**src/rtl/execute_pkg.sv**
```systemverilog
// Shared execute-stage types: multicycle opcodes plus the mul/div unit state and cycle counts.
// Opcode classification helpers keep the decode in one place.
package execute_pkg;

    typedef enum logic [3:0] {
        M_NONE  = 4'd0,
        M_MULT  = 4'd1,
        M_MULTU = 4'd2,
        M_DIV   = 4'd3,
        M_DIVU  = 4'd4,
        M_MADD  = 4'd5,
        M_MADDU = 4'd6,
        M_MSUB  = 4'd7,
        M_MSUBU = 4'd8
    } multicycle_type_t;

    typedef enum logic [1:0] {
        S_IDLE = 2'd0,
        S_MUL  = 2'd1,
        S_DIV  = 2'd2,
        S_DONE = 2'd3
    } muldiv_state_t;

    localparam int MD_DATA_WIDTH = 32;
    localparam int MD_DIV_BITS   = 1;
    localparam int MUL_CYC       = 2;
    localparam int DIV_CYC       = MD_DATA_WIDTH / MD_DIV_BITS;

    function automatic logic is_signed_op(input multicycle_type_t t);
        return (t == M_MULT) || (t == M_DIV) || (t == M_MADD) || (t == M_MSUB);
    endfunction

    function automatic logic is_div_op(input multicycle_type_t t);
        return (t == M_DIV) || (t == M_DIVU);
    endfunction

endpackage

```
**src/rtl/muldiv_divider.sv**
```systemverilog
// Unsigned restoring divider core, DIV_BITS quotient bits per run cycle, DW/DIV_BITS cycles.
// done and the outputs are combinational for the final step so the caller can capture them that edge.
module muldiv_divider
    import execute_pkg::*;
#(
    parameter int DW       = MD_DATA_WIDTH,
    parameter int DIV_BITS = MD_DIV_BITS
) (
    input  logic          clk,
    input  logic          resetn,
    input  logic          start,
    input  logic          run,
    input  logic [DW-1:0] dividend,
    input  logic [DW-1:0] divisor,
    output logic [DW-1:0] quotient,
    output logic [DW-1:0] remainder,
    output logic          done
);

    localparam int CYC = DW / DIV_BITS;
    localparam int CW  = $clog2(CYC);
    localparam logic [CW-1:0] LAST = CW'(CYC - 1);

    logic [DW-1:0] rem_q, rem_d;
    logic [DW-1:0] quo_q, quo_d;
    logic [DW-1:0] dvs_q;
    logic [CW-1:0] cnt_q, cnt_d;
    logic [DW:0]   trial;

    // quo holds the unconsumed dividend bits on the left and the quotient filling in on the right
    always_comb begin
        rem_d = rem_q;
        quo_d = quo_q;
        trial = '0;
        for (int i = 0; i < DIV_BITS; i++) begin
            trial = {rem_d, quo_d[DW-1]};
            quo_d = {quo_d[DW-2:0], 1'b0};
            if (trial >= {1'b0, dvs_q}) begin
                trial    = trial - {1'b0, dvs_q};
                quo_d[0] = 1'b1;
            end
            rem_d = trial[DW-1:0];
        end
    end

    assign done      = run && (cnt_q == LAST);
    assign cnt_d     = done ? '0 : cnt_q + 1'b1;
    assign quotient  = quo_d;
    assign remainder = rem_d;

    always_ff @(posedge clk) begin
        if (!resetn) begin
            rem_q <= '0;
            quo_q <= '0;
            dvs_q <= '0;
            cnt_q <= '0;
        end else if (start) begin
            rem_q <= '0;
            quo_q <= dividend;
            dvs_q <= divisor;
            cnt_q <= '0;
        end else if (run) begin
            rem_q <= rem_d;
            quo_q <= quo_d;
            cnt_q <= cnt_d;
        end
    end

endmodule

```
**src/rtl/muldiv_unit.sv**
```systemverilog
// Iterative MULT/MADD/MSUB/DIV responder: mul ok at cycle 2, div ok at cycle DIV_CYC+1.
// ok low stalls execute; hold parks the result in DONE, flush or a dropped request aborts to IDLE.
module muldiv_unit
    import execute_pkg::*;
#(
    parameter int DATA_WIDTH = MD_DATA_WIDTH,
    parameter int DIV_BITS   = MD_DIV_BITS
) (
    input  logic                  clk,
    input  logic                  resetn,
    input  logic [DATA_WIDTH-1:0] a,
    input  logic [DATA_WIDTH-1:0] b,
    input  logic                  is_multdiv,
    input  logic [3:0]            multicycle_type,
    input  logic                  hold,
    input  logic                  flush,
    output logic [DATA_WIDTH-1:0] hi,
    output logic [DATA_WIDTH-1:0] lo,
    output logic                  ok
);

    localparam int DW = DATA_WIDTH;
    localparam int HW = DATA_WIDTH / 2;
    localparam int PW = 2 * DATA_WIDTH;

    multicycle_type_t op;
    muldiv_state_t    state_q, state_d;
    logic             op_signed, op_div, accept;
    logic [DW-1:0]    a_mag, b_mag;
    logic [DW-1:0]    a_lo, a_hi, b_lo, b_hi;
    logic [DW-1:0]    pp_q [4];
    logic             signed_op_q, sign_q, sign_r_q;
    logic [DW-1:0]    hi_q, hi_d, lo_q, lo_d;
    logic [PW-1:0]    prod, mul_res;
    logic [DW-1:0]    div_quo, div_rem, quo_fix, rem_fix;
    logic             div_run, div_done;

    assign op        = multicycle_type_t'(multicycle_type);
    assign op_signed = is_signed_op(op);
    assign op_div    = is_div_op(op);
    assign accept    = (state_q == S_IDLE) && is_multdiv && !flush;

    assign a_mag = (op_signed && a[DW-1]) ? -a : a;
    assign b_mag = (op_signed && b[DW-1]) ? -b : b;
    assign a_lo  = {{HW{1'b0}}, a_mag[HW-1:0]};
    assign a_hi  = {{HW{1'b0}}, a_mag[DW-1:HW]};
    assign b_lo  = {{HW{1'b0}}, b_mag[HW-1:0]};
    assign b_hi  = {{HW{1'b0}}, b_mag[DW-1:HW]};

    // Partial products are registered on acceptance, so the MUL cycle only sums and fixes the sign
    assign prod = PW'(pp_q[0])
                + (PW'(pp_q[1]) << HW)
                + (PW'(pp_q[2]) << HW)
                + (PW'(pp_q[3]) << DW);
    assign mul_res = (signed_op_q && sign_q) ? -prod : prod;

    assign div_run = (state_q == S_DIV) && is_multdiv && !flush;
    assign quo_fix = (signed_op_q && sign_q)   ? -div_quo : div_quo;
    assign rem_fix = (signed_op_q && sign_r_q) ? -div_rem : div_rem;

    muldiv_divider #(
        .DW       (DW),
        .DIV_BITS (DIV_BITS)
    ) u_divider (
        .clk       (clk),
        .resetn    (resetn),
        .start     (accept && op_div),
        .run       (div_run),
        .dividend  (a_mag),
        .divisor   (b_mag),
        .quotient  (div_quo),
        .remainder (div_rem),
        .done      (div_done)
    );

    always_comb begin
        state_d = state_q;
        hi_d    = hi_q;
        lo_d    = lo_q;
        case (state_q)
            S_IDLE: begin
                if (accept) state_d = op_div ? S_DIV : S_MUL;
            end
            S_MUL: begin
                if (flush || !is_multdiv) begin
                    state_d = S_IDLE;
                end else begin
                    state_d      = S_DONE;
                    {hi_d, lo_d} = mul_res;
                end
            end
            S_DIV: begin
                if (flush || !is_multdiv) begin
                    state_d = S_IDLE;
                end else if (div_done) begin
                    state_d = S_DONE;
                    hi_d    = rem_fix;
                    lo_d    = quo_fix;
                end
            end
            // Always pass through IDLE so the still-high request of this op cannot restart it
            S_DONE: begin
                if (flush || !hold) state_d = S_IDLE;
            end
            default: state_d = S_IDLE;
        endcase
    end

    always_ff @(posedge clk) begin
        if (!resetn) begin
            state_q     <= S_IDLE;
            hi_q        <= '0;
            lo_q        <= '0;
            signed_op_q <= 1'b0;
            sign_q      <= 1'b0;
            sign_r_q    <= 1'b0;
            for (int i = 0; i < 4; i++) pp_q[i] <= '0;
        end else begin
            state_q <= state_d;
            hi_q    <= hi_d;
            lo_q    <= lo_d;
            if (accept) begin
                signed_op_q <= op_signed;
                sign_q      <= a[DW-1] ^ b[DW-1];
                sign_r_q    <= a[DW-1];
                pp_q[0]     <= a_lo * b_lo;
                pp_q[1]     <= a_hi * b_lo;
                pp_q[2]     <= a_lo * b_hi;
                pp_q[3]     <= a_hi * b_hi;
            end
        end
    end

    assign hi = hi_q;
    assign lo = lo_q;
    assign ok = !is_multdiv || (state_q == S_DONE) || flush;

endmodule

```
**config.mk**
```make
export PLATFORM = sky130hd
export DESIGN_NAME = muldiv_unit
export DESIGN_NICKNAME = d
export VERILOG_FILES = /design/src/rtl/execute_pkg.sv /design/src/rtl/muldiv_divider.sv /design/src/rtl/muldiv_unit.sv
export SDC_FILE = /design/constraint.sdc
export NUM_CORES = 2
export LEC_CHECK = 0
export BUFFER_PORTS_ARGS = -buffer_cell sky130_fd_sc_hd__buf_2
export CORE_MARGIN = 2
export CORE_UTILIZATION = 55
export DETAILED_ROUTE_END_ITERATION = 8
export GPL_TIMING_DRIVEN = 0
export PLACE_DENSITY = 0.72
export SYNTH_ARGS = -nofsm -noshare
export SYNTH_HDL_FRONTEND = slang
export SYNTH_HIERARCHICAL = 1
export SYNTH_SLANG_ARGS = --single-unit
```
**constraint.sdc**
```tcl
create_clock -name clk -period 11.31 [get_ports clk]
set_input_delay 1.131 -clock clk [delete_from_list [all_inputs] [get_ports clk]]
set_output_delay 1.131 -clock clk [all_outputs]
set_load 0.01 [all_outputs]
```
; Word-level counts from Yosys, hierarchy flattened
; Memory sizes are Yosys's and may differ from the RTL's.
; Cells that the tools add are included.
[word_totals]
ff_bits = 170
inputBits = 73
word_cells = 107
out_inout_bits = 65
ram_bits = 128
memories = 1
[classes]
multipliers = 4
bitwise = 6
addsub = 10
magnitude_cmp = 1
eq_ne = 15
muxes = 33
n_reduce_logical = 27
[memory_table]
columns = name, words, width, read_ports, rd_clocked_by_memory_dff, wr, line
row1 = pp_q, 4, 32, 4, 0, 4, muldiv_unit.sv:31  ; logic [DW-1:0] pp_q [4];
[op_table]
columns = operator, n
row1 = $mux 32, 17
row2 = $mul 16x16->32, 4
row3 = $neg 32->32, 4
row4 = $pmux 32 s2, 2
row5 = $add 50x64->64, 1
row6 = $mux 64, 1
row7 = $neg 64->64, 1
row8 = $add 49x48->50, 1
row9 = $add 32x48->49, 1
row10 = $ge 33x32->1, 1
row11 = $sub 32x32->32, 1
row12 = $eq 4x3->1 const B, 3
row13 = $mux 2, 6
row14 = $logic_and 1x1->1, 10
row15 = $logic_or 1x1->1, 8
row16 = $ne 2x2->1 const B, 4
row17 = $pmux 2 s4, 1
row18 = $add 5x1->5 const B, 1
row19 = $eq 5x5->1 const B, 1
row20 = $mux 1, 5
row21 = $mux 5, 1
row22 = $eq 2x2->1 const B, 2
row23 = $eq 4x1->1 const B, 1
row24 = $eq 4x2->1 const B, 1
row25 = other kinds (12), 18

; Longest topological paths before layout
[depth]
word_depth = 8
mapped_depth = 38
ltp_nobuf = 35

; Hierarchy
; Netlist, hierarchy kept.
[by_module_without_submodules]
columns = module, cells_per_inst, n_inst, area_each_um2
row1 = muldiv_unit, 5679, 1, 47707.0
row2 = muldiv_divider, 768, 1, 6439.9

; Least setup slack after synthesis
; No wires, ideal clock.
[synth_timing]
path_kind = input to register
start = input a[0]
end = memory pp_q[3][23] (netlist bit) (data pin)
slack_ns = 1.422
t_arrival_ns = 9.622
setup_time_ns = 0.266
cell_stages = 36
cell_sequence = clkbuf_1 clkinv_1 clkbuf_1 ha_1 nand2b_1 or4_1 or2_1 nor4b_2 nand2_1 or4_1 nand2_1 xor2_1 inv_1 clkbuf_1 nand2_1 fa_1 fa_1 fa_1 fa_1 inv_1 fa_1 inv_1 fa_1 inv_1 ha_1 a21o_1 a21o_1 a21oi_1 o21ai_0 o41ai_1 a21oi_1 a21o_1 a21o_1 a21oi_1 xor2_1 nor2_1
[synth_rtl]
columns = item, line
row1 = "start, declared", muldiv_unit.sv:11  ; input logic [DATA_WIDTH-1:0] a,
row2 = "end, declared", muldiv_unit.sv:31

==> summary.md <==
| Metric | Value |
|---|---|
| Unrepaired setup endpoints after global routing | no |
| Mux share of post-synthesis cell area | between 1.5 and 2% |
| Root buf cell | clkbuf_16 |
| Combinational family with the most area after synthesis | adder cells |
| Simple-gate portion of the synthesized area | between 10% and 20% |
| Synth Area in Compound Gates | 10.9% |
| EDFF count, synth | 128 |
| Synth Area in Adders | between 40 and 50% |
| Worst Path Arrival | 11.59 ns |
| Top-count cell post-synth | inv_1 |
| RR Startpoint | u_divider/dvs_q[1] |
| CTS Buf Count | 28 |
| Failing checks | capacitance limit, slew limit |
| Min Tclk post-route | 11.27 ns |
| Area of the die | 101,000 um2 |
| Reg2Reg Setup Slack | roughly 5.3 ns |
| Worst hold path startpoint | hi[5] |
| Worst hold endpoint | hi[5] |
| Via count | ~48k |
| Syn. warnings | 6 |
| Die width | between 300 and 400 um |
| Max_cap viols | 3 |
| Clock slew at reported path FFs | roughly 0.070 ns |
| DIE HEIGHT | around 320 um |
| Slew Viols, Final | 33 |
| RR Endpoint | hi[29] |
| Crit share post-route | between 90% and 100% |
| CTS tree | done |
| CTS Sinks | 298 |
| Final setup fails | 0 |
| Crit-path max FO | 10 |
| Share of cells above drive strength 1 | between 6 and 7% |
| Global-route wire length before repair | about 300,000 um |
| Max Freq | 88.7 MHz |
| IO buf count | 137 |
| Cell taking the most area after synthesis | fa_1 |
| DP HPWL | 167,000 um |
| Hold Buf Count CTS | 0 |
| CTS max path bufs | 3 |
| Post-Synth XOR/XNOR Area | around 5.2% |
| Routed len/inst | 25.2 um |
| Core Region | 98,000 um2 |
| Avg Inst Size Synth | 8.40 um2 |
| Post-Syn Area | 54,100 um2 |
| Synth top area share | about 30% |
| Starting Density | a little under three fifths |
| RePlAce Congestion | about 1.0 |
| Slowest stage delay, CP | ~0.91 ns |
| Area grow syn2layout | 6.95% |
| Kind of critical path | in -> reg |
| Syn Inst Count | about 6.4k |
| Asr flop ratio synth | 0% |
| 1st-pass router iterations | 6 |
| Cells on worst reg2reg path | 23 |
| Worst Hold Depth | 2 |
| Sequential area share after synthesis | around 13% |
| Initial drt markers | around 4.8k |
| Clock Skews | around 0.024 ns |
| Post-Route WL | 200,000 um |
| H-tree Lvls | 1 |
| Post-synth net total | between 7k and 8k |
| Largest net degree at the start of global routing | 67 |
| CP dominant cell by count | fa_1 |
| Required @ worst endpoint | roughly 12 ns |
| Number of remaining DRC errors | 0 |
| Worst-Skew Late Latency | 0.59 ns |
| Critical Path Sink Type | flop |
| Status | finished with violations |
| Synth unique cells | between 100 and 150 |
| Area contributors post-synth | fa_1, ha_1, inv_1, edfxtp_1, dfxtp_1 |
| #FFs+latches synth | ~300 |
| Synth Flop Type | dfxtp_1 |
| Startpoint Class | primary input |
| Post-DR vias/cell | between 6 and 7 |
| Rows | roughly 120 |
| I/O pin cnt | 138 |
| CP max-delay cell | xor2_2 |
| Fin Hold WS | approximately 0.45 ns |
| Hold/Removal Path Class | reg -> reg |
| Final Hold Fails | 0 |
| Nets | 8,000 |
| Slew @ Worst Pin | approximately 1.6 ns |
| Most frequent cells after synthesis | inv_1, fa_1, nor2_1 |
| DRT antenna net count | 0 |
| Total GRT Usage | 39.3% |
| Vias in the first global route | 46.5k |
| Initial antenna violation count | 16 |
| GRT overflow | 0 |
| Slew headroom | -6.61% |
==> critical path, delay by kind of cell <==
family | cells | cell delay [ns]
compound gates | 4 | 1.34
xor+xnor | 2 | 1.29
fa+ha+maj | 7 | 3.31
buf+inv | 6 | 1.29
simple gates | 13 | 3.20
==> placed cells by master (no fill, tap or decap), drive strengths merged, types with 41 or more instances in the layout <==
| cell type | synthesis | layout |
|---|---|---|
| and2 | 85 | 85 |
| ha | 491 | 491 |
| dfxtp | 170 | 170 |
| o21ai | 194 | 194 |
| o211ai | 41 | 41 |
| a21o | 76 | 76 |
| o31ai | 45 | 45 |
| nand2 | 791 | 791 |
| xor2 | 127 | 127 |
| nor2b | 54 | 54 |
| a211oi | 44 | 44 |
| buf | 68 | 220 |
| inv | 1048 | 1056 |
| fa | 810 | 810 |
| mux2i | 74 | 74 |
| a21oi | 279 | 279 |
| nor3 | 81 | 81 |
| edfxtp | 128 | 128 |
| xnor2 | 197 | 197 |
| nor2 | 809 | 809 |
| nand3 | 70 | 70 |
| clkbuf | 266 | 297 |
==> flip-flops by register name, indices dropped and copies added, names as in the netlist <==
signal	cells
hi	32
lo	32
pp_q	128
sign_q	1
sign_r_q	1
signed_op_q	1
state_q	2
u_divider/cnt_q	5
u_divider/dvs_q	32
u_divider/quo_q	32
u_divider/rem_q	32
==> metrics by stage <==
stage | cell area, um2 | TNS [ns] | util, % | instances | setup slack [ns]
after global placement | 56400 | -123.20 | 57.6 | 7871 | -2.87
after detailed placement | 56800 | -95.08 | 58.0 | 7886 | -2.01
final | 57900 | 0 | 59.1 | 7942 | 0.0405
after CTS | 57800 | 0 | 59.0 | 7937 | 0.0397
after floorplan | 54100 | 0 | - | 6447 | 1.42
after global routing | 57900 | 0 | 59.1 | 7936 | 0.00129
==> layout make-up <==
class | instances | area [um2]
buffer | 330 | 1440
sequential | 298 | 7250
clock buffer | 36 | 792
inverter | 1065 | 4010
clock inverter | 16 | 160
tap | 1287 | 1610
multi-input combinational | 4750 | 41700
antenna | 7 | 17.5
fill | 8944 | 40100
timing repair buffer | 153 | 913
==> what timing repair did <==
action                                  in CTS  in global routing
resized for setup                           25                 19
buffers inserted                             1                  0
endpoints found under the setup margin      65                 30
==> worst max-delay path by stage <==
stage | to | start | cells past startpoint
2_1_floorplan | pp_q[3][23] | a[0] | 36
6_report | pp_q[2][24] | b[0] | 32
5_1_grt | pp_q[2][30] | b[0] | 33
4_1_cts | pp_q[3][30] | a[0] | 36
3_5_place_dp | pp_q[3][29] | a[0] | 36
3_3_place_gp | pp_q[2][31] | b[0] | 32
==> kinds of logic after synthesis <==
logic type	Yosys count
compound gates	902
fa+ha+maj	1301
xor+xnor	324
simple gates	2124
buf+inv	1399
mux	99
flops	298
==> per-layer routing <==
metal	GRT usage (%)	up-vias	share of wire [%]	wire length, um
met3	10.3	624	13	25700
met2	58.8	2949	42	84000
met4	21.6	14	6.8	13600
li1	-	20900	-	-
met5	0	-	0.048	97
met1	52.0	23200	38	77100
Power is not shown: default switching activity piles up to over one toggle a cycle in this logic, so the estimate is an artifact.
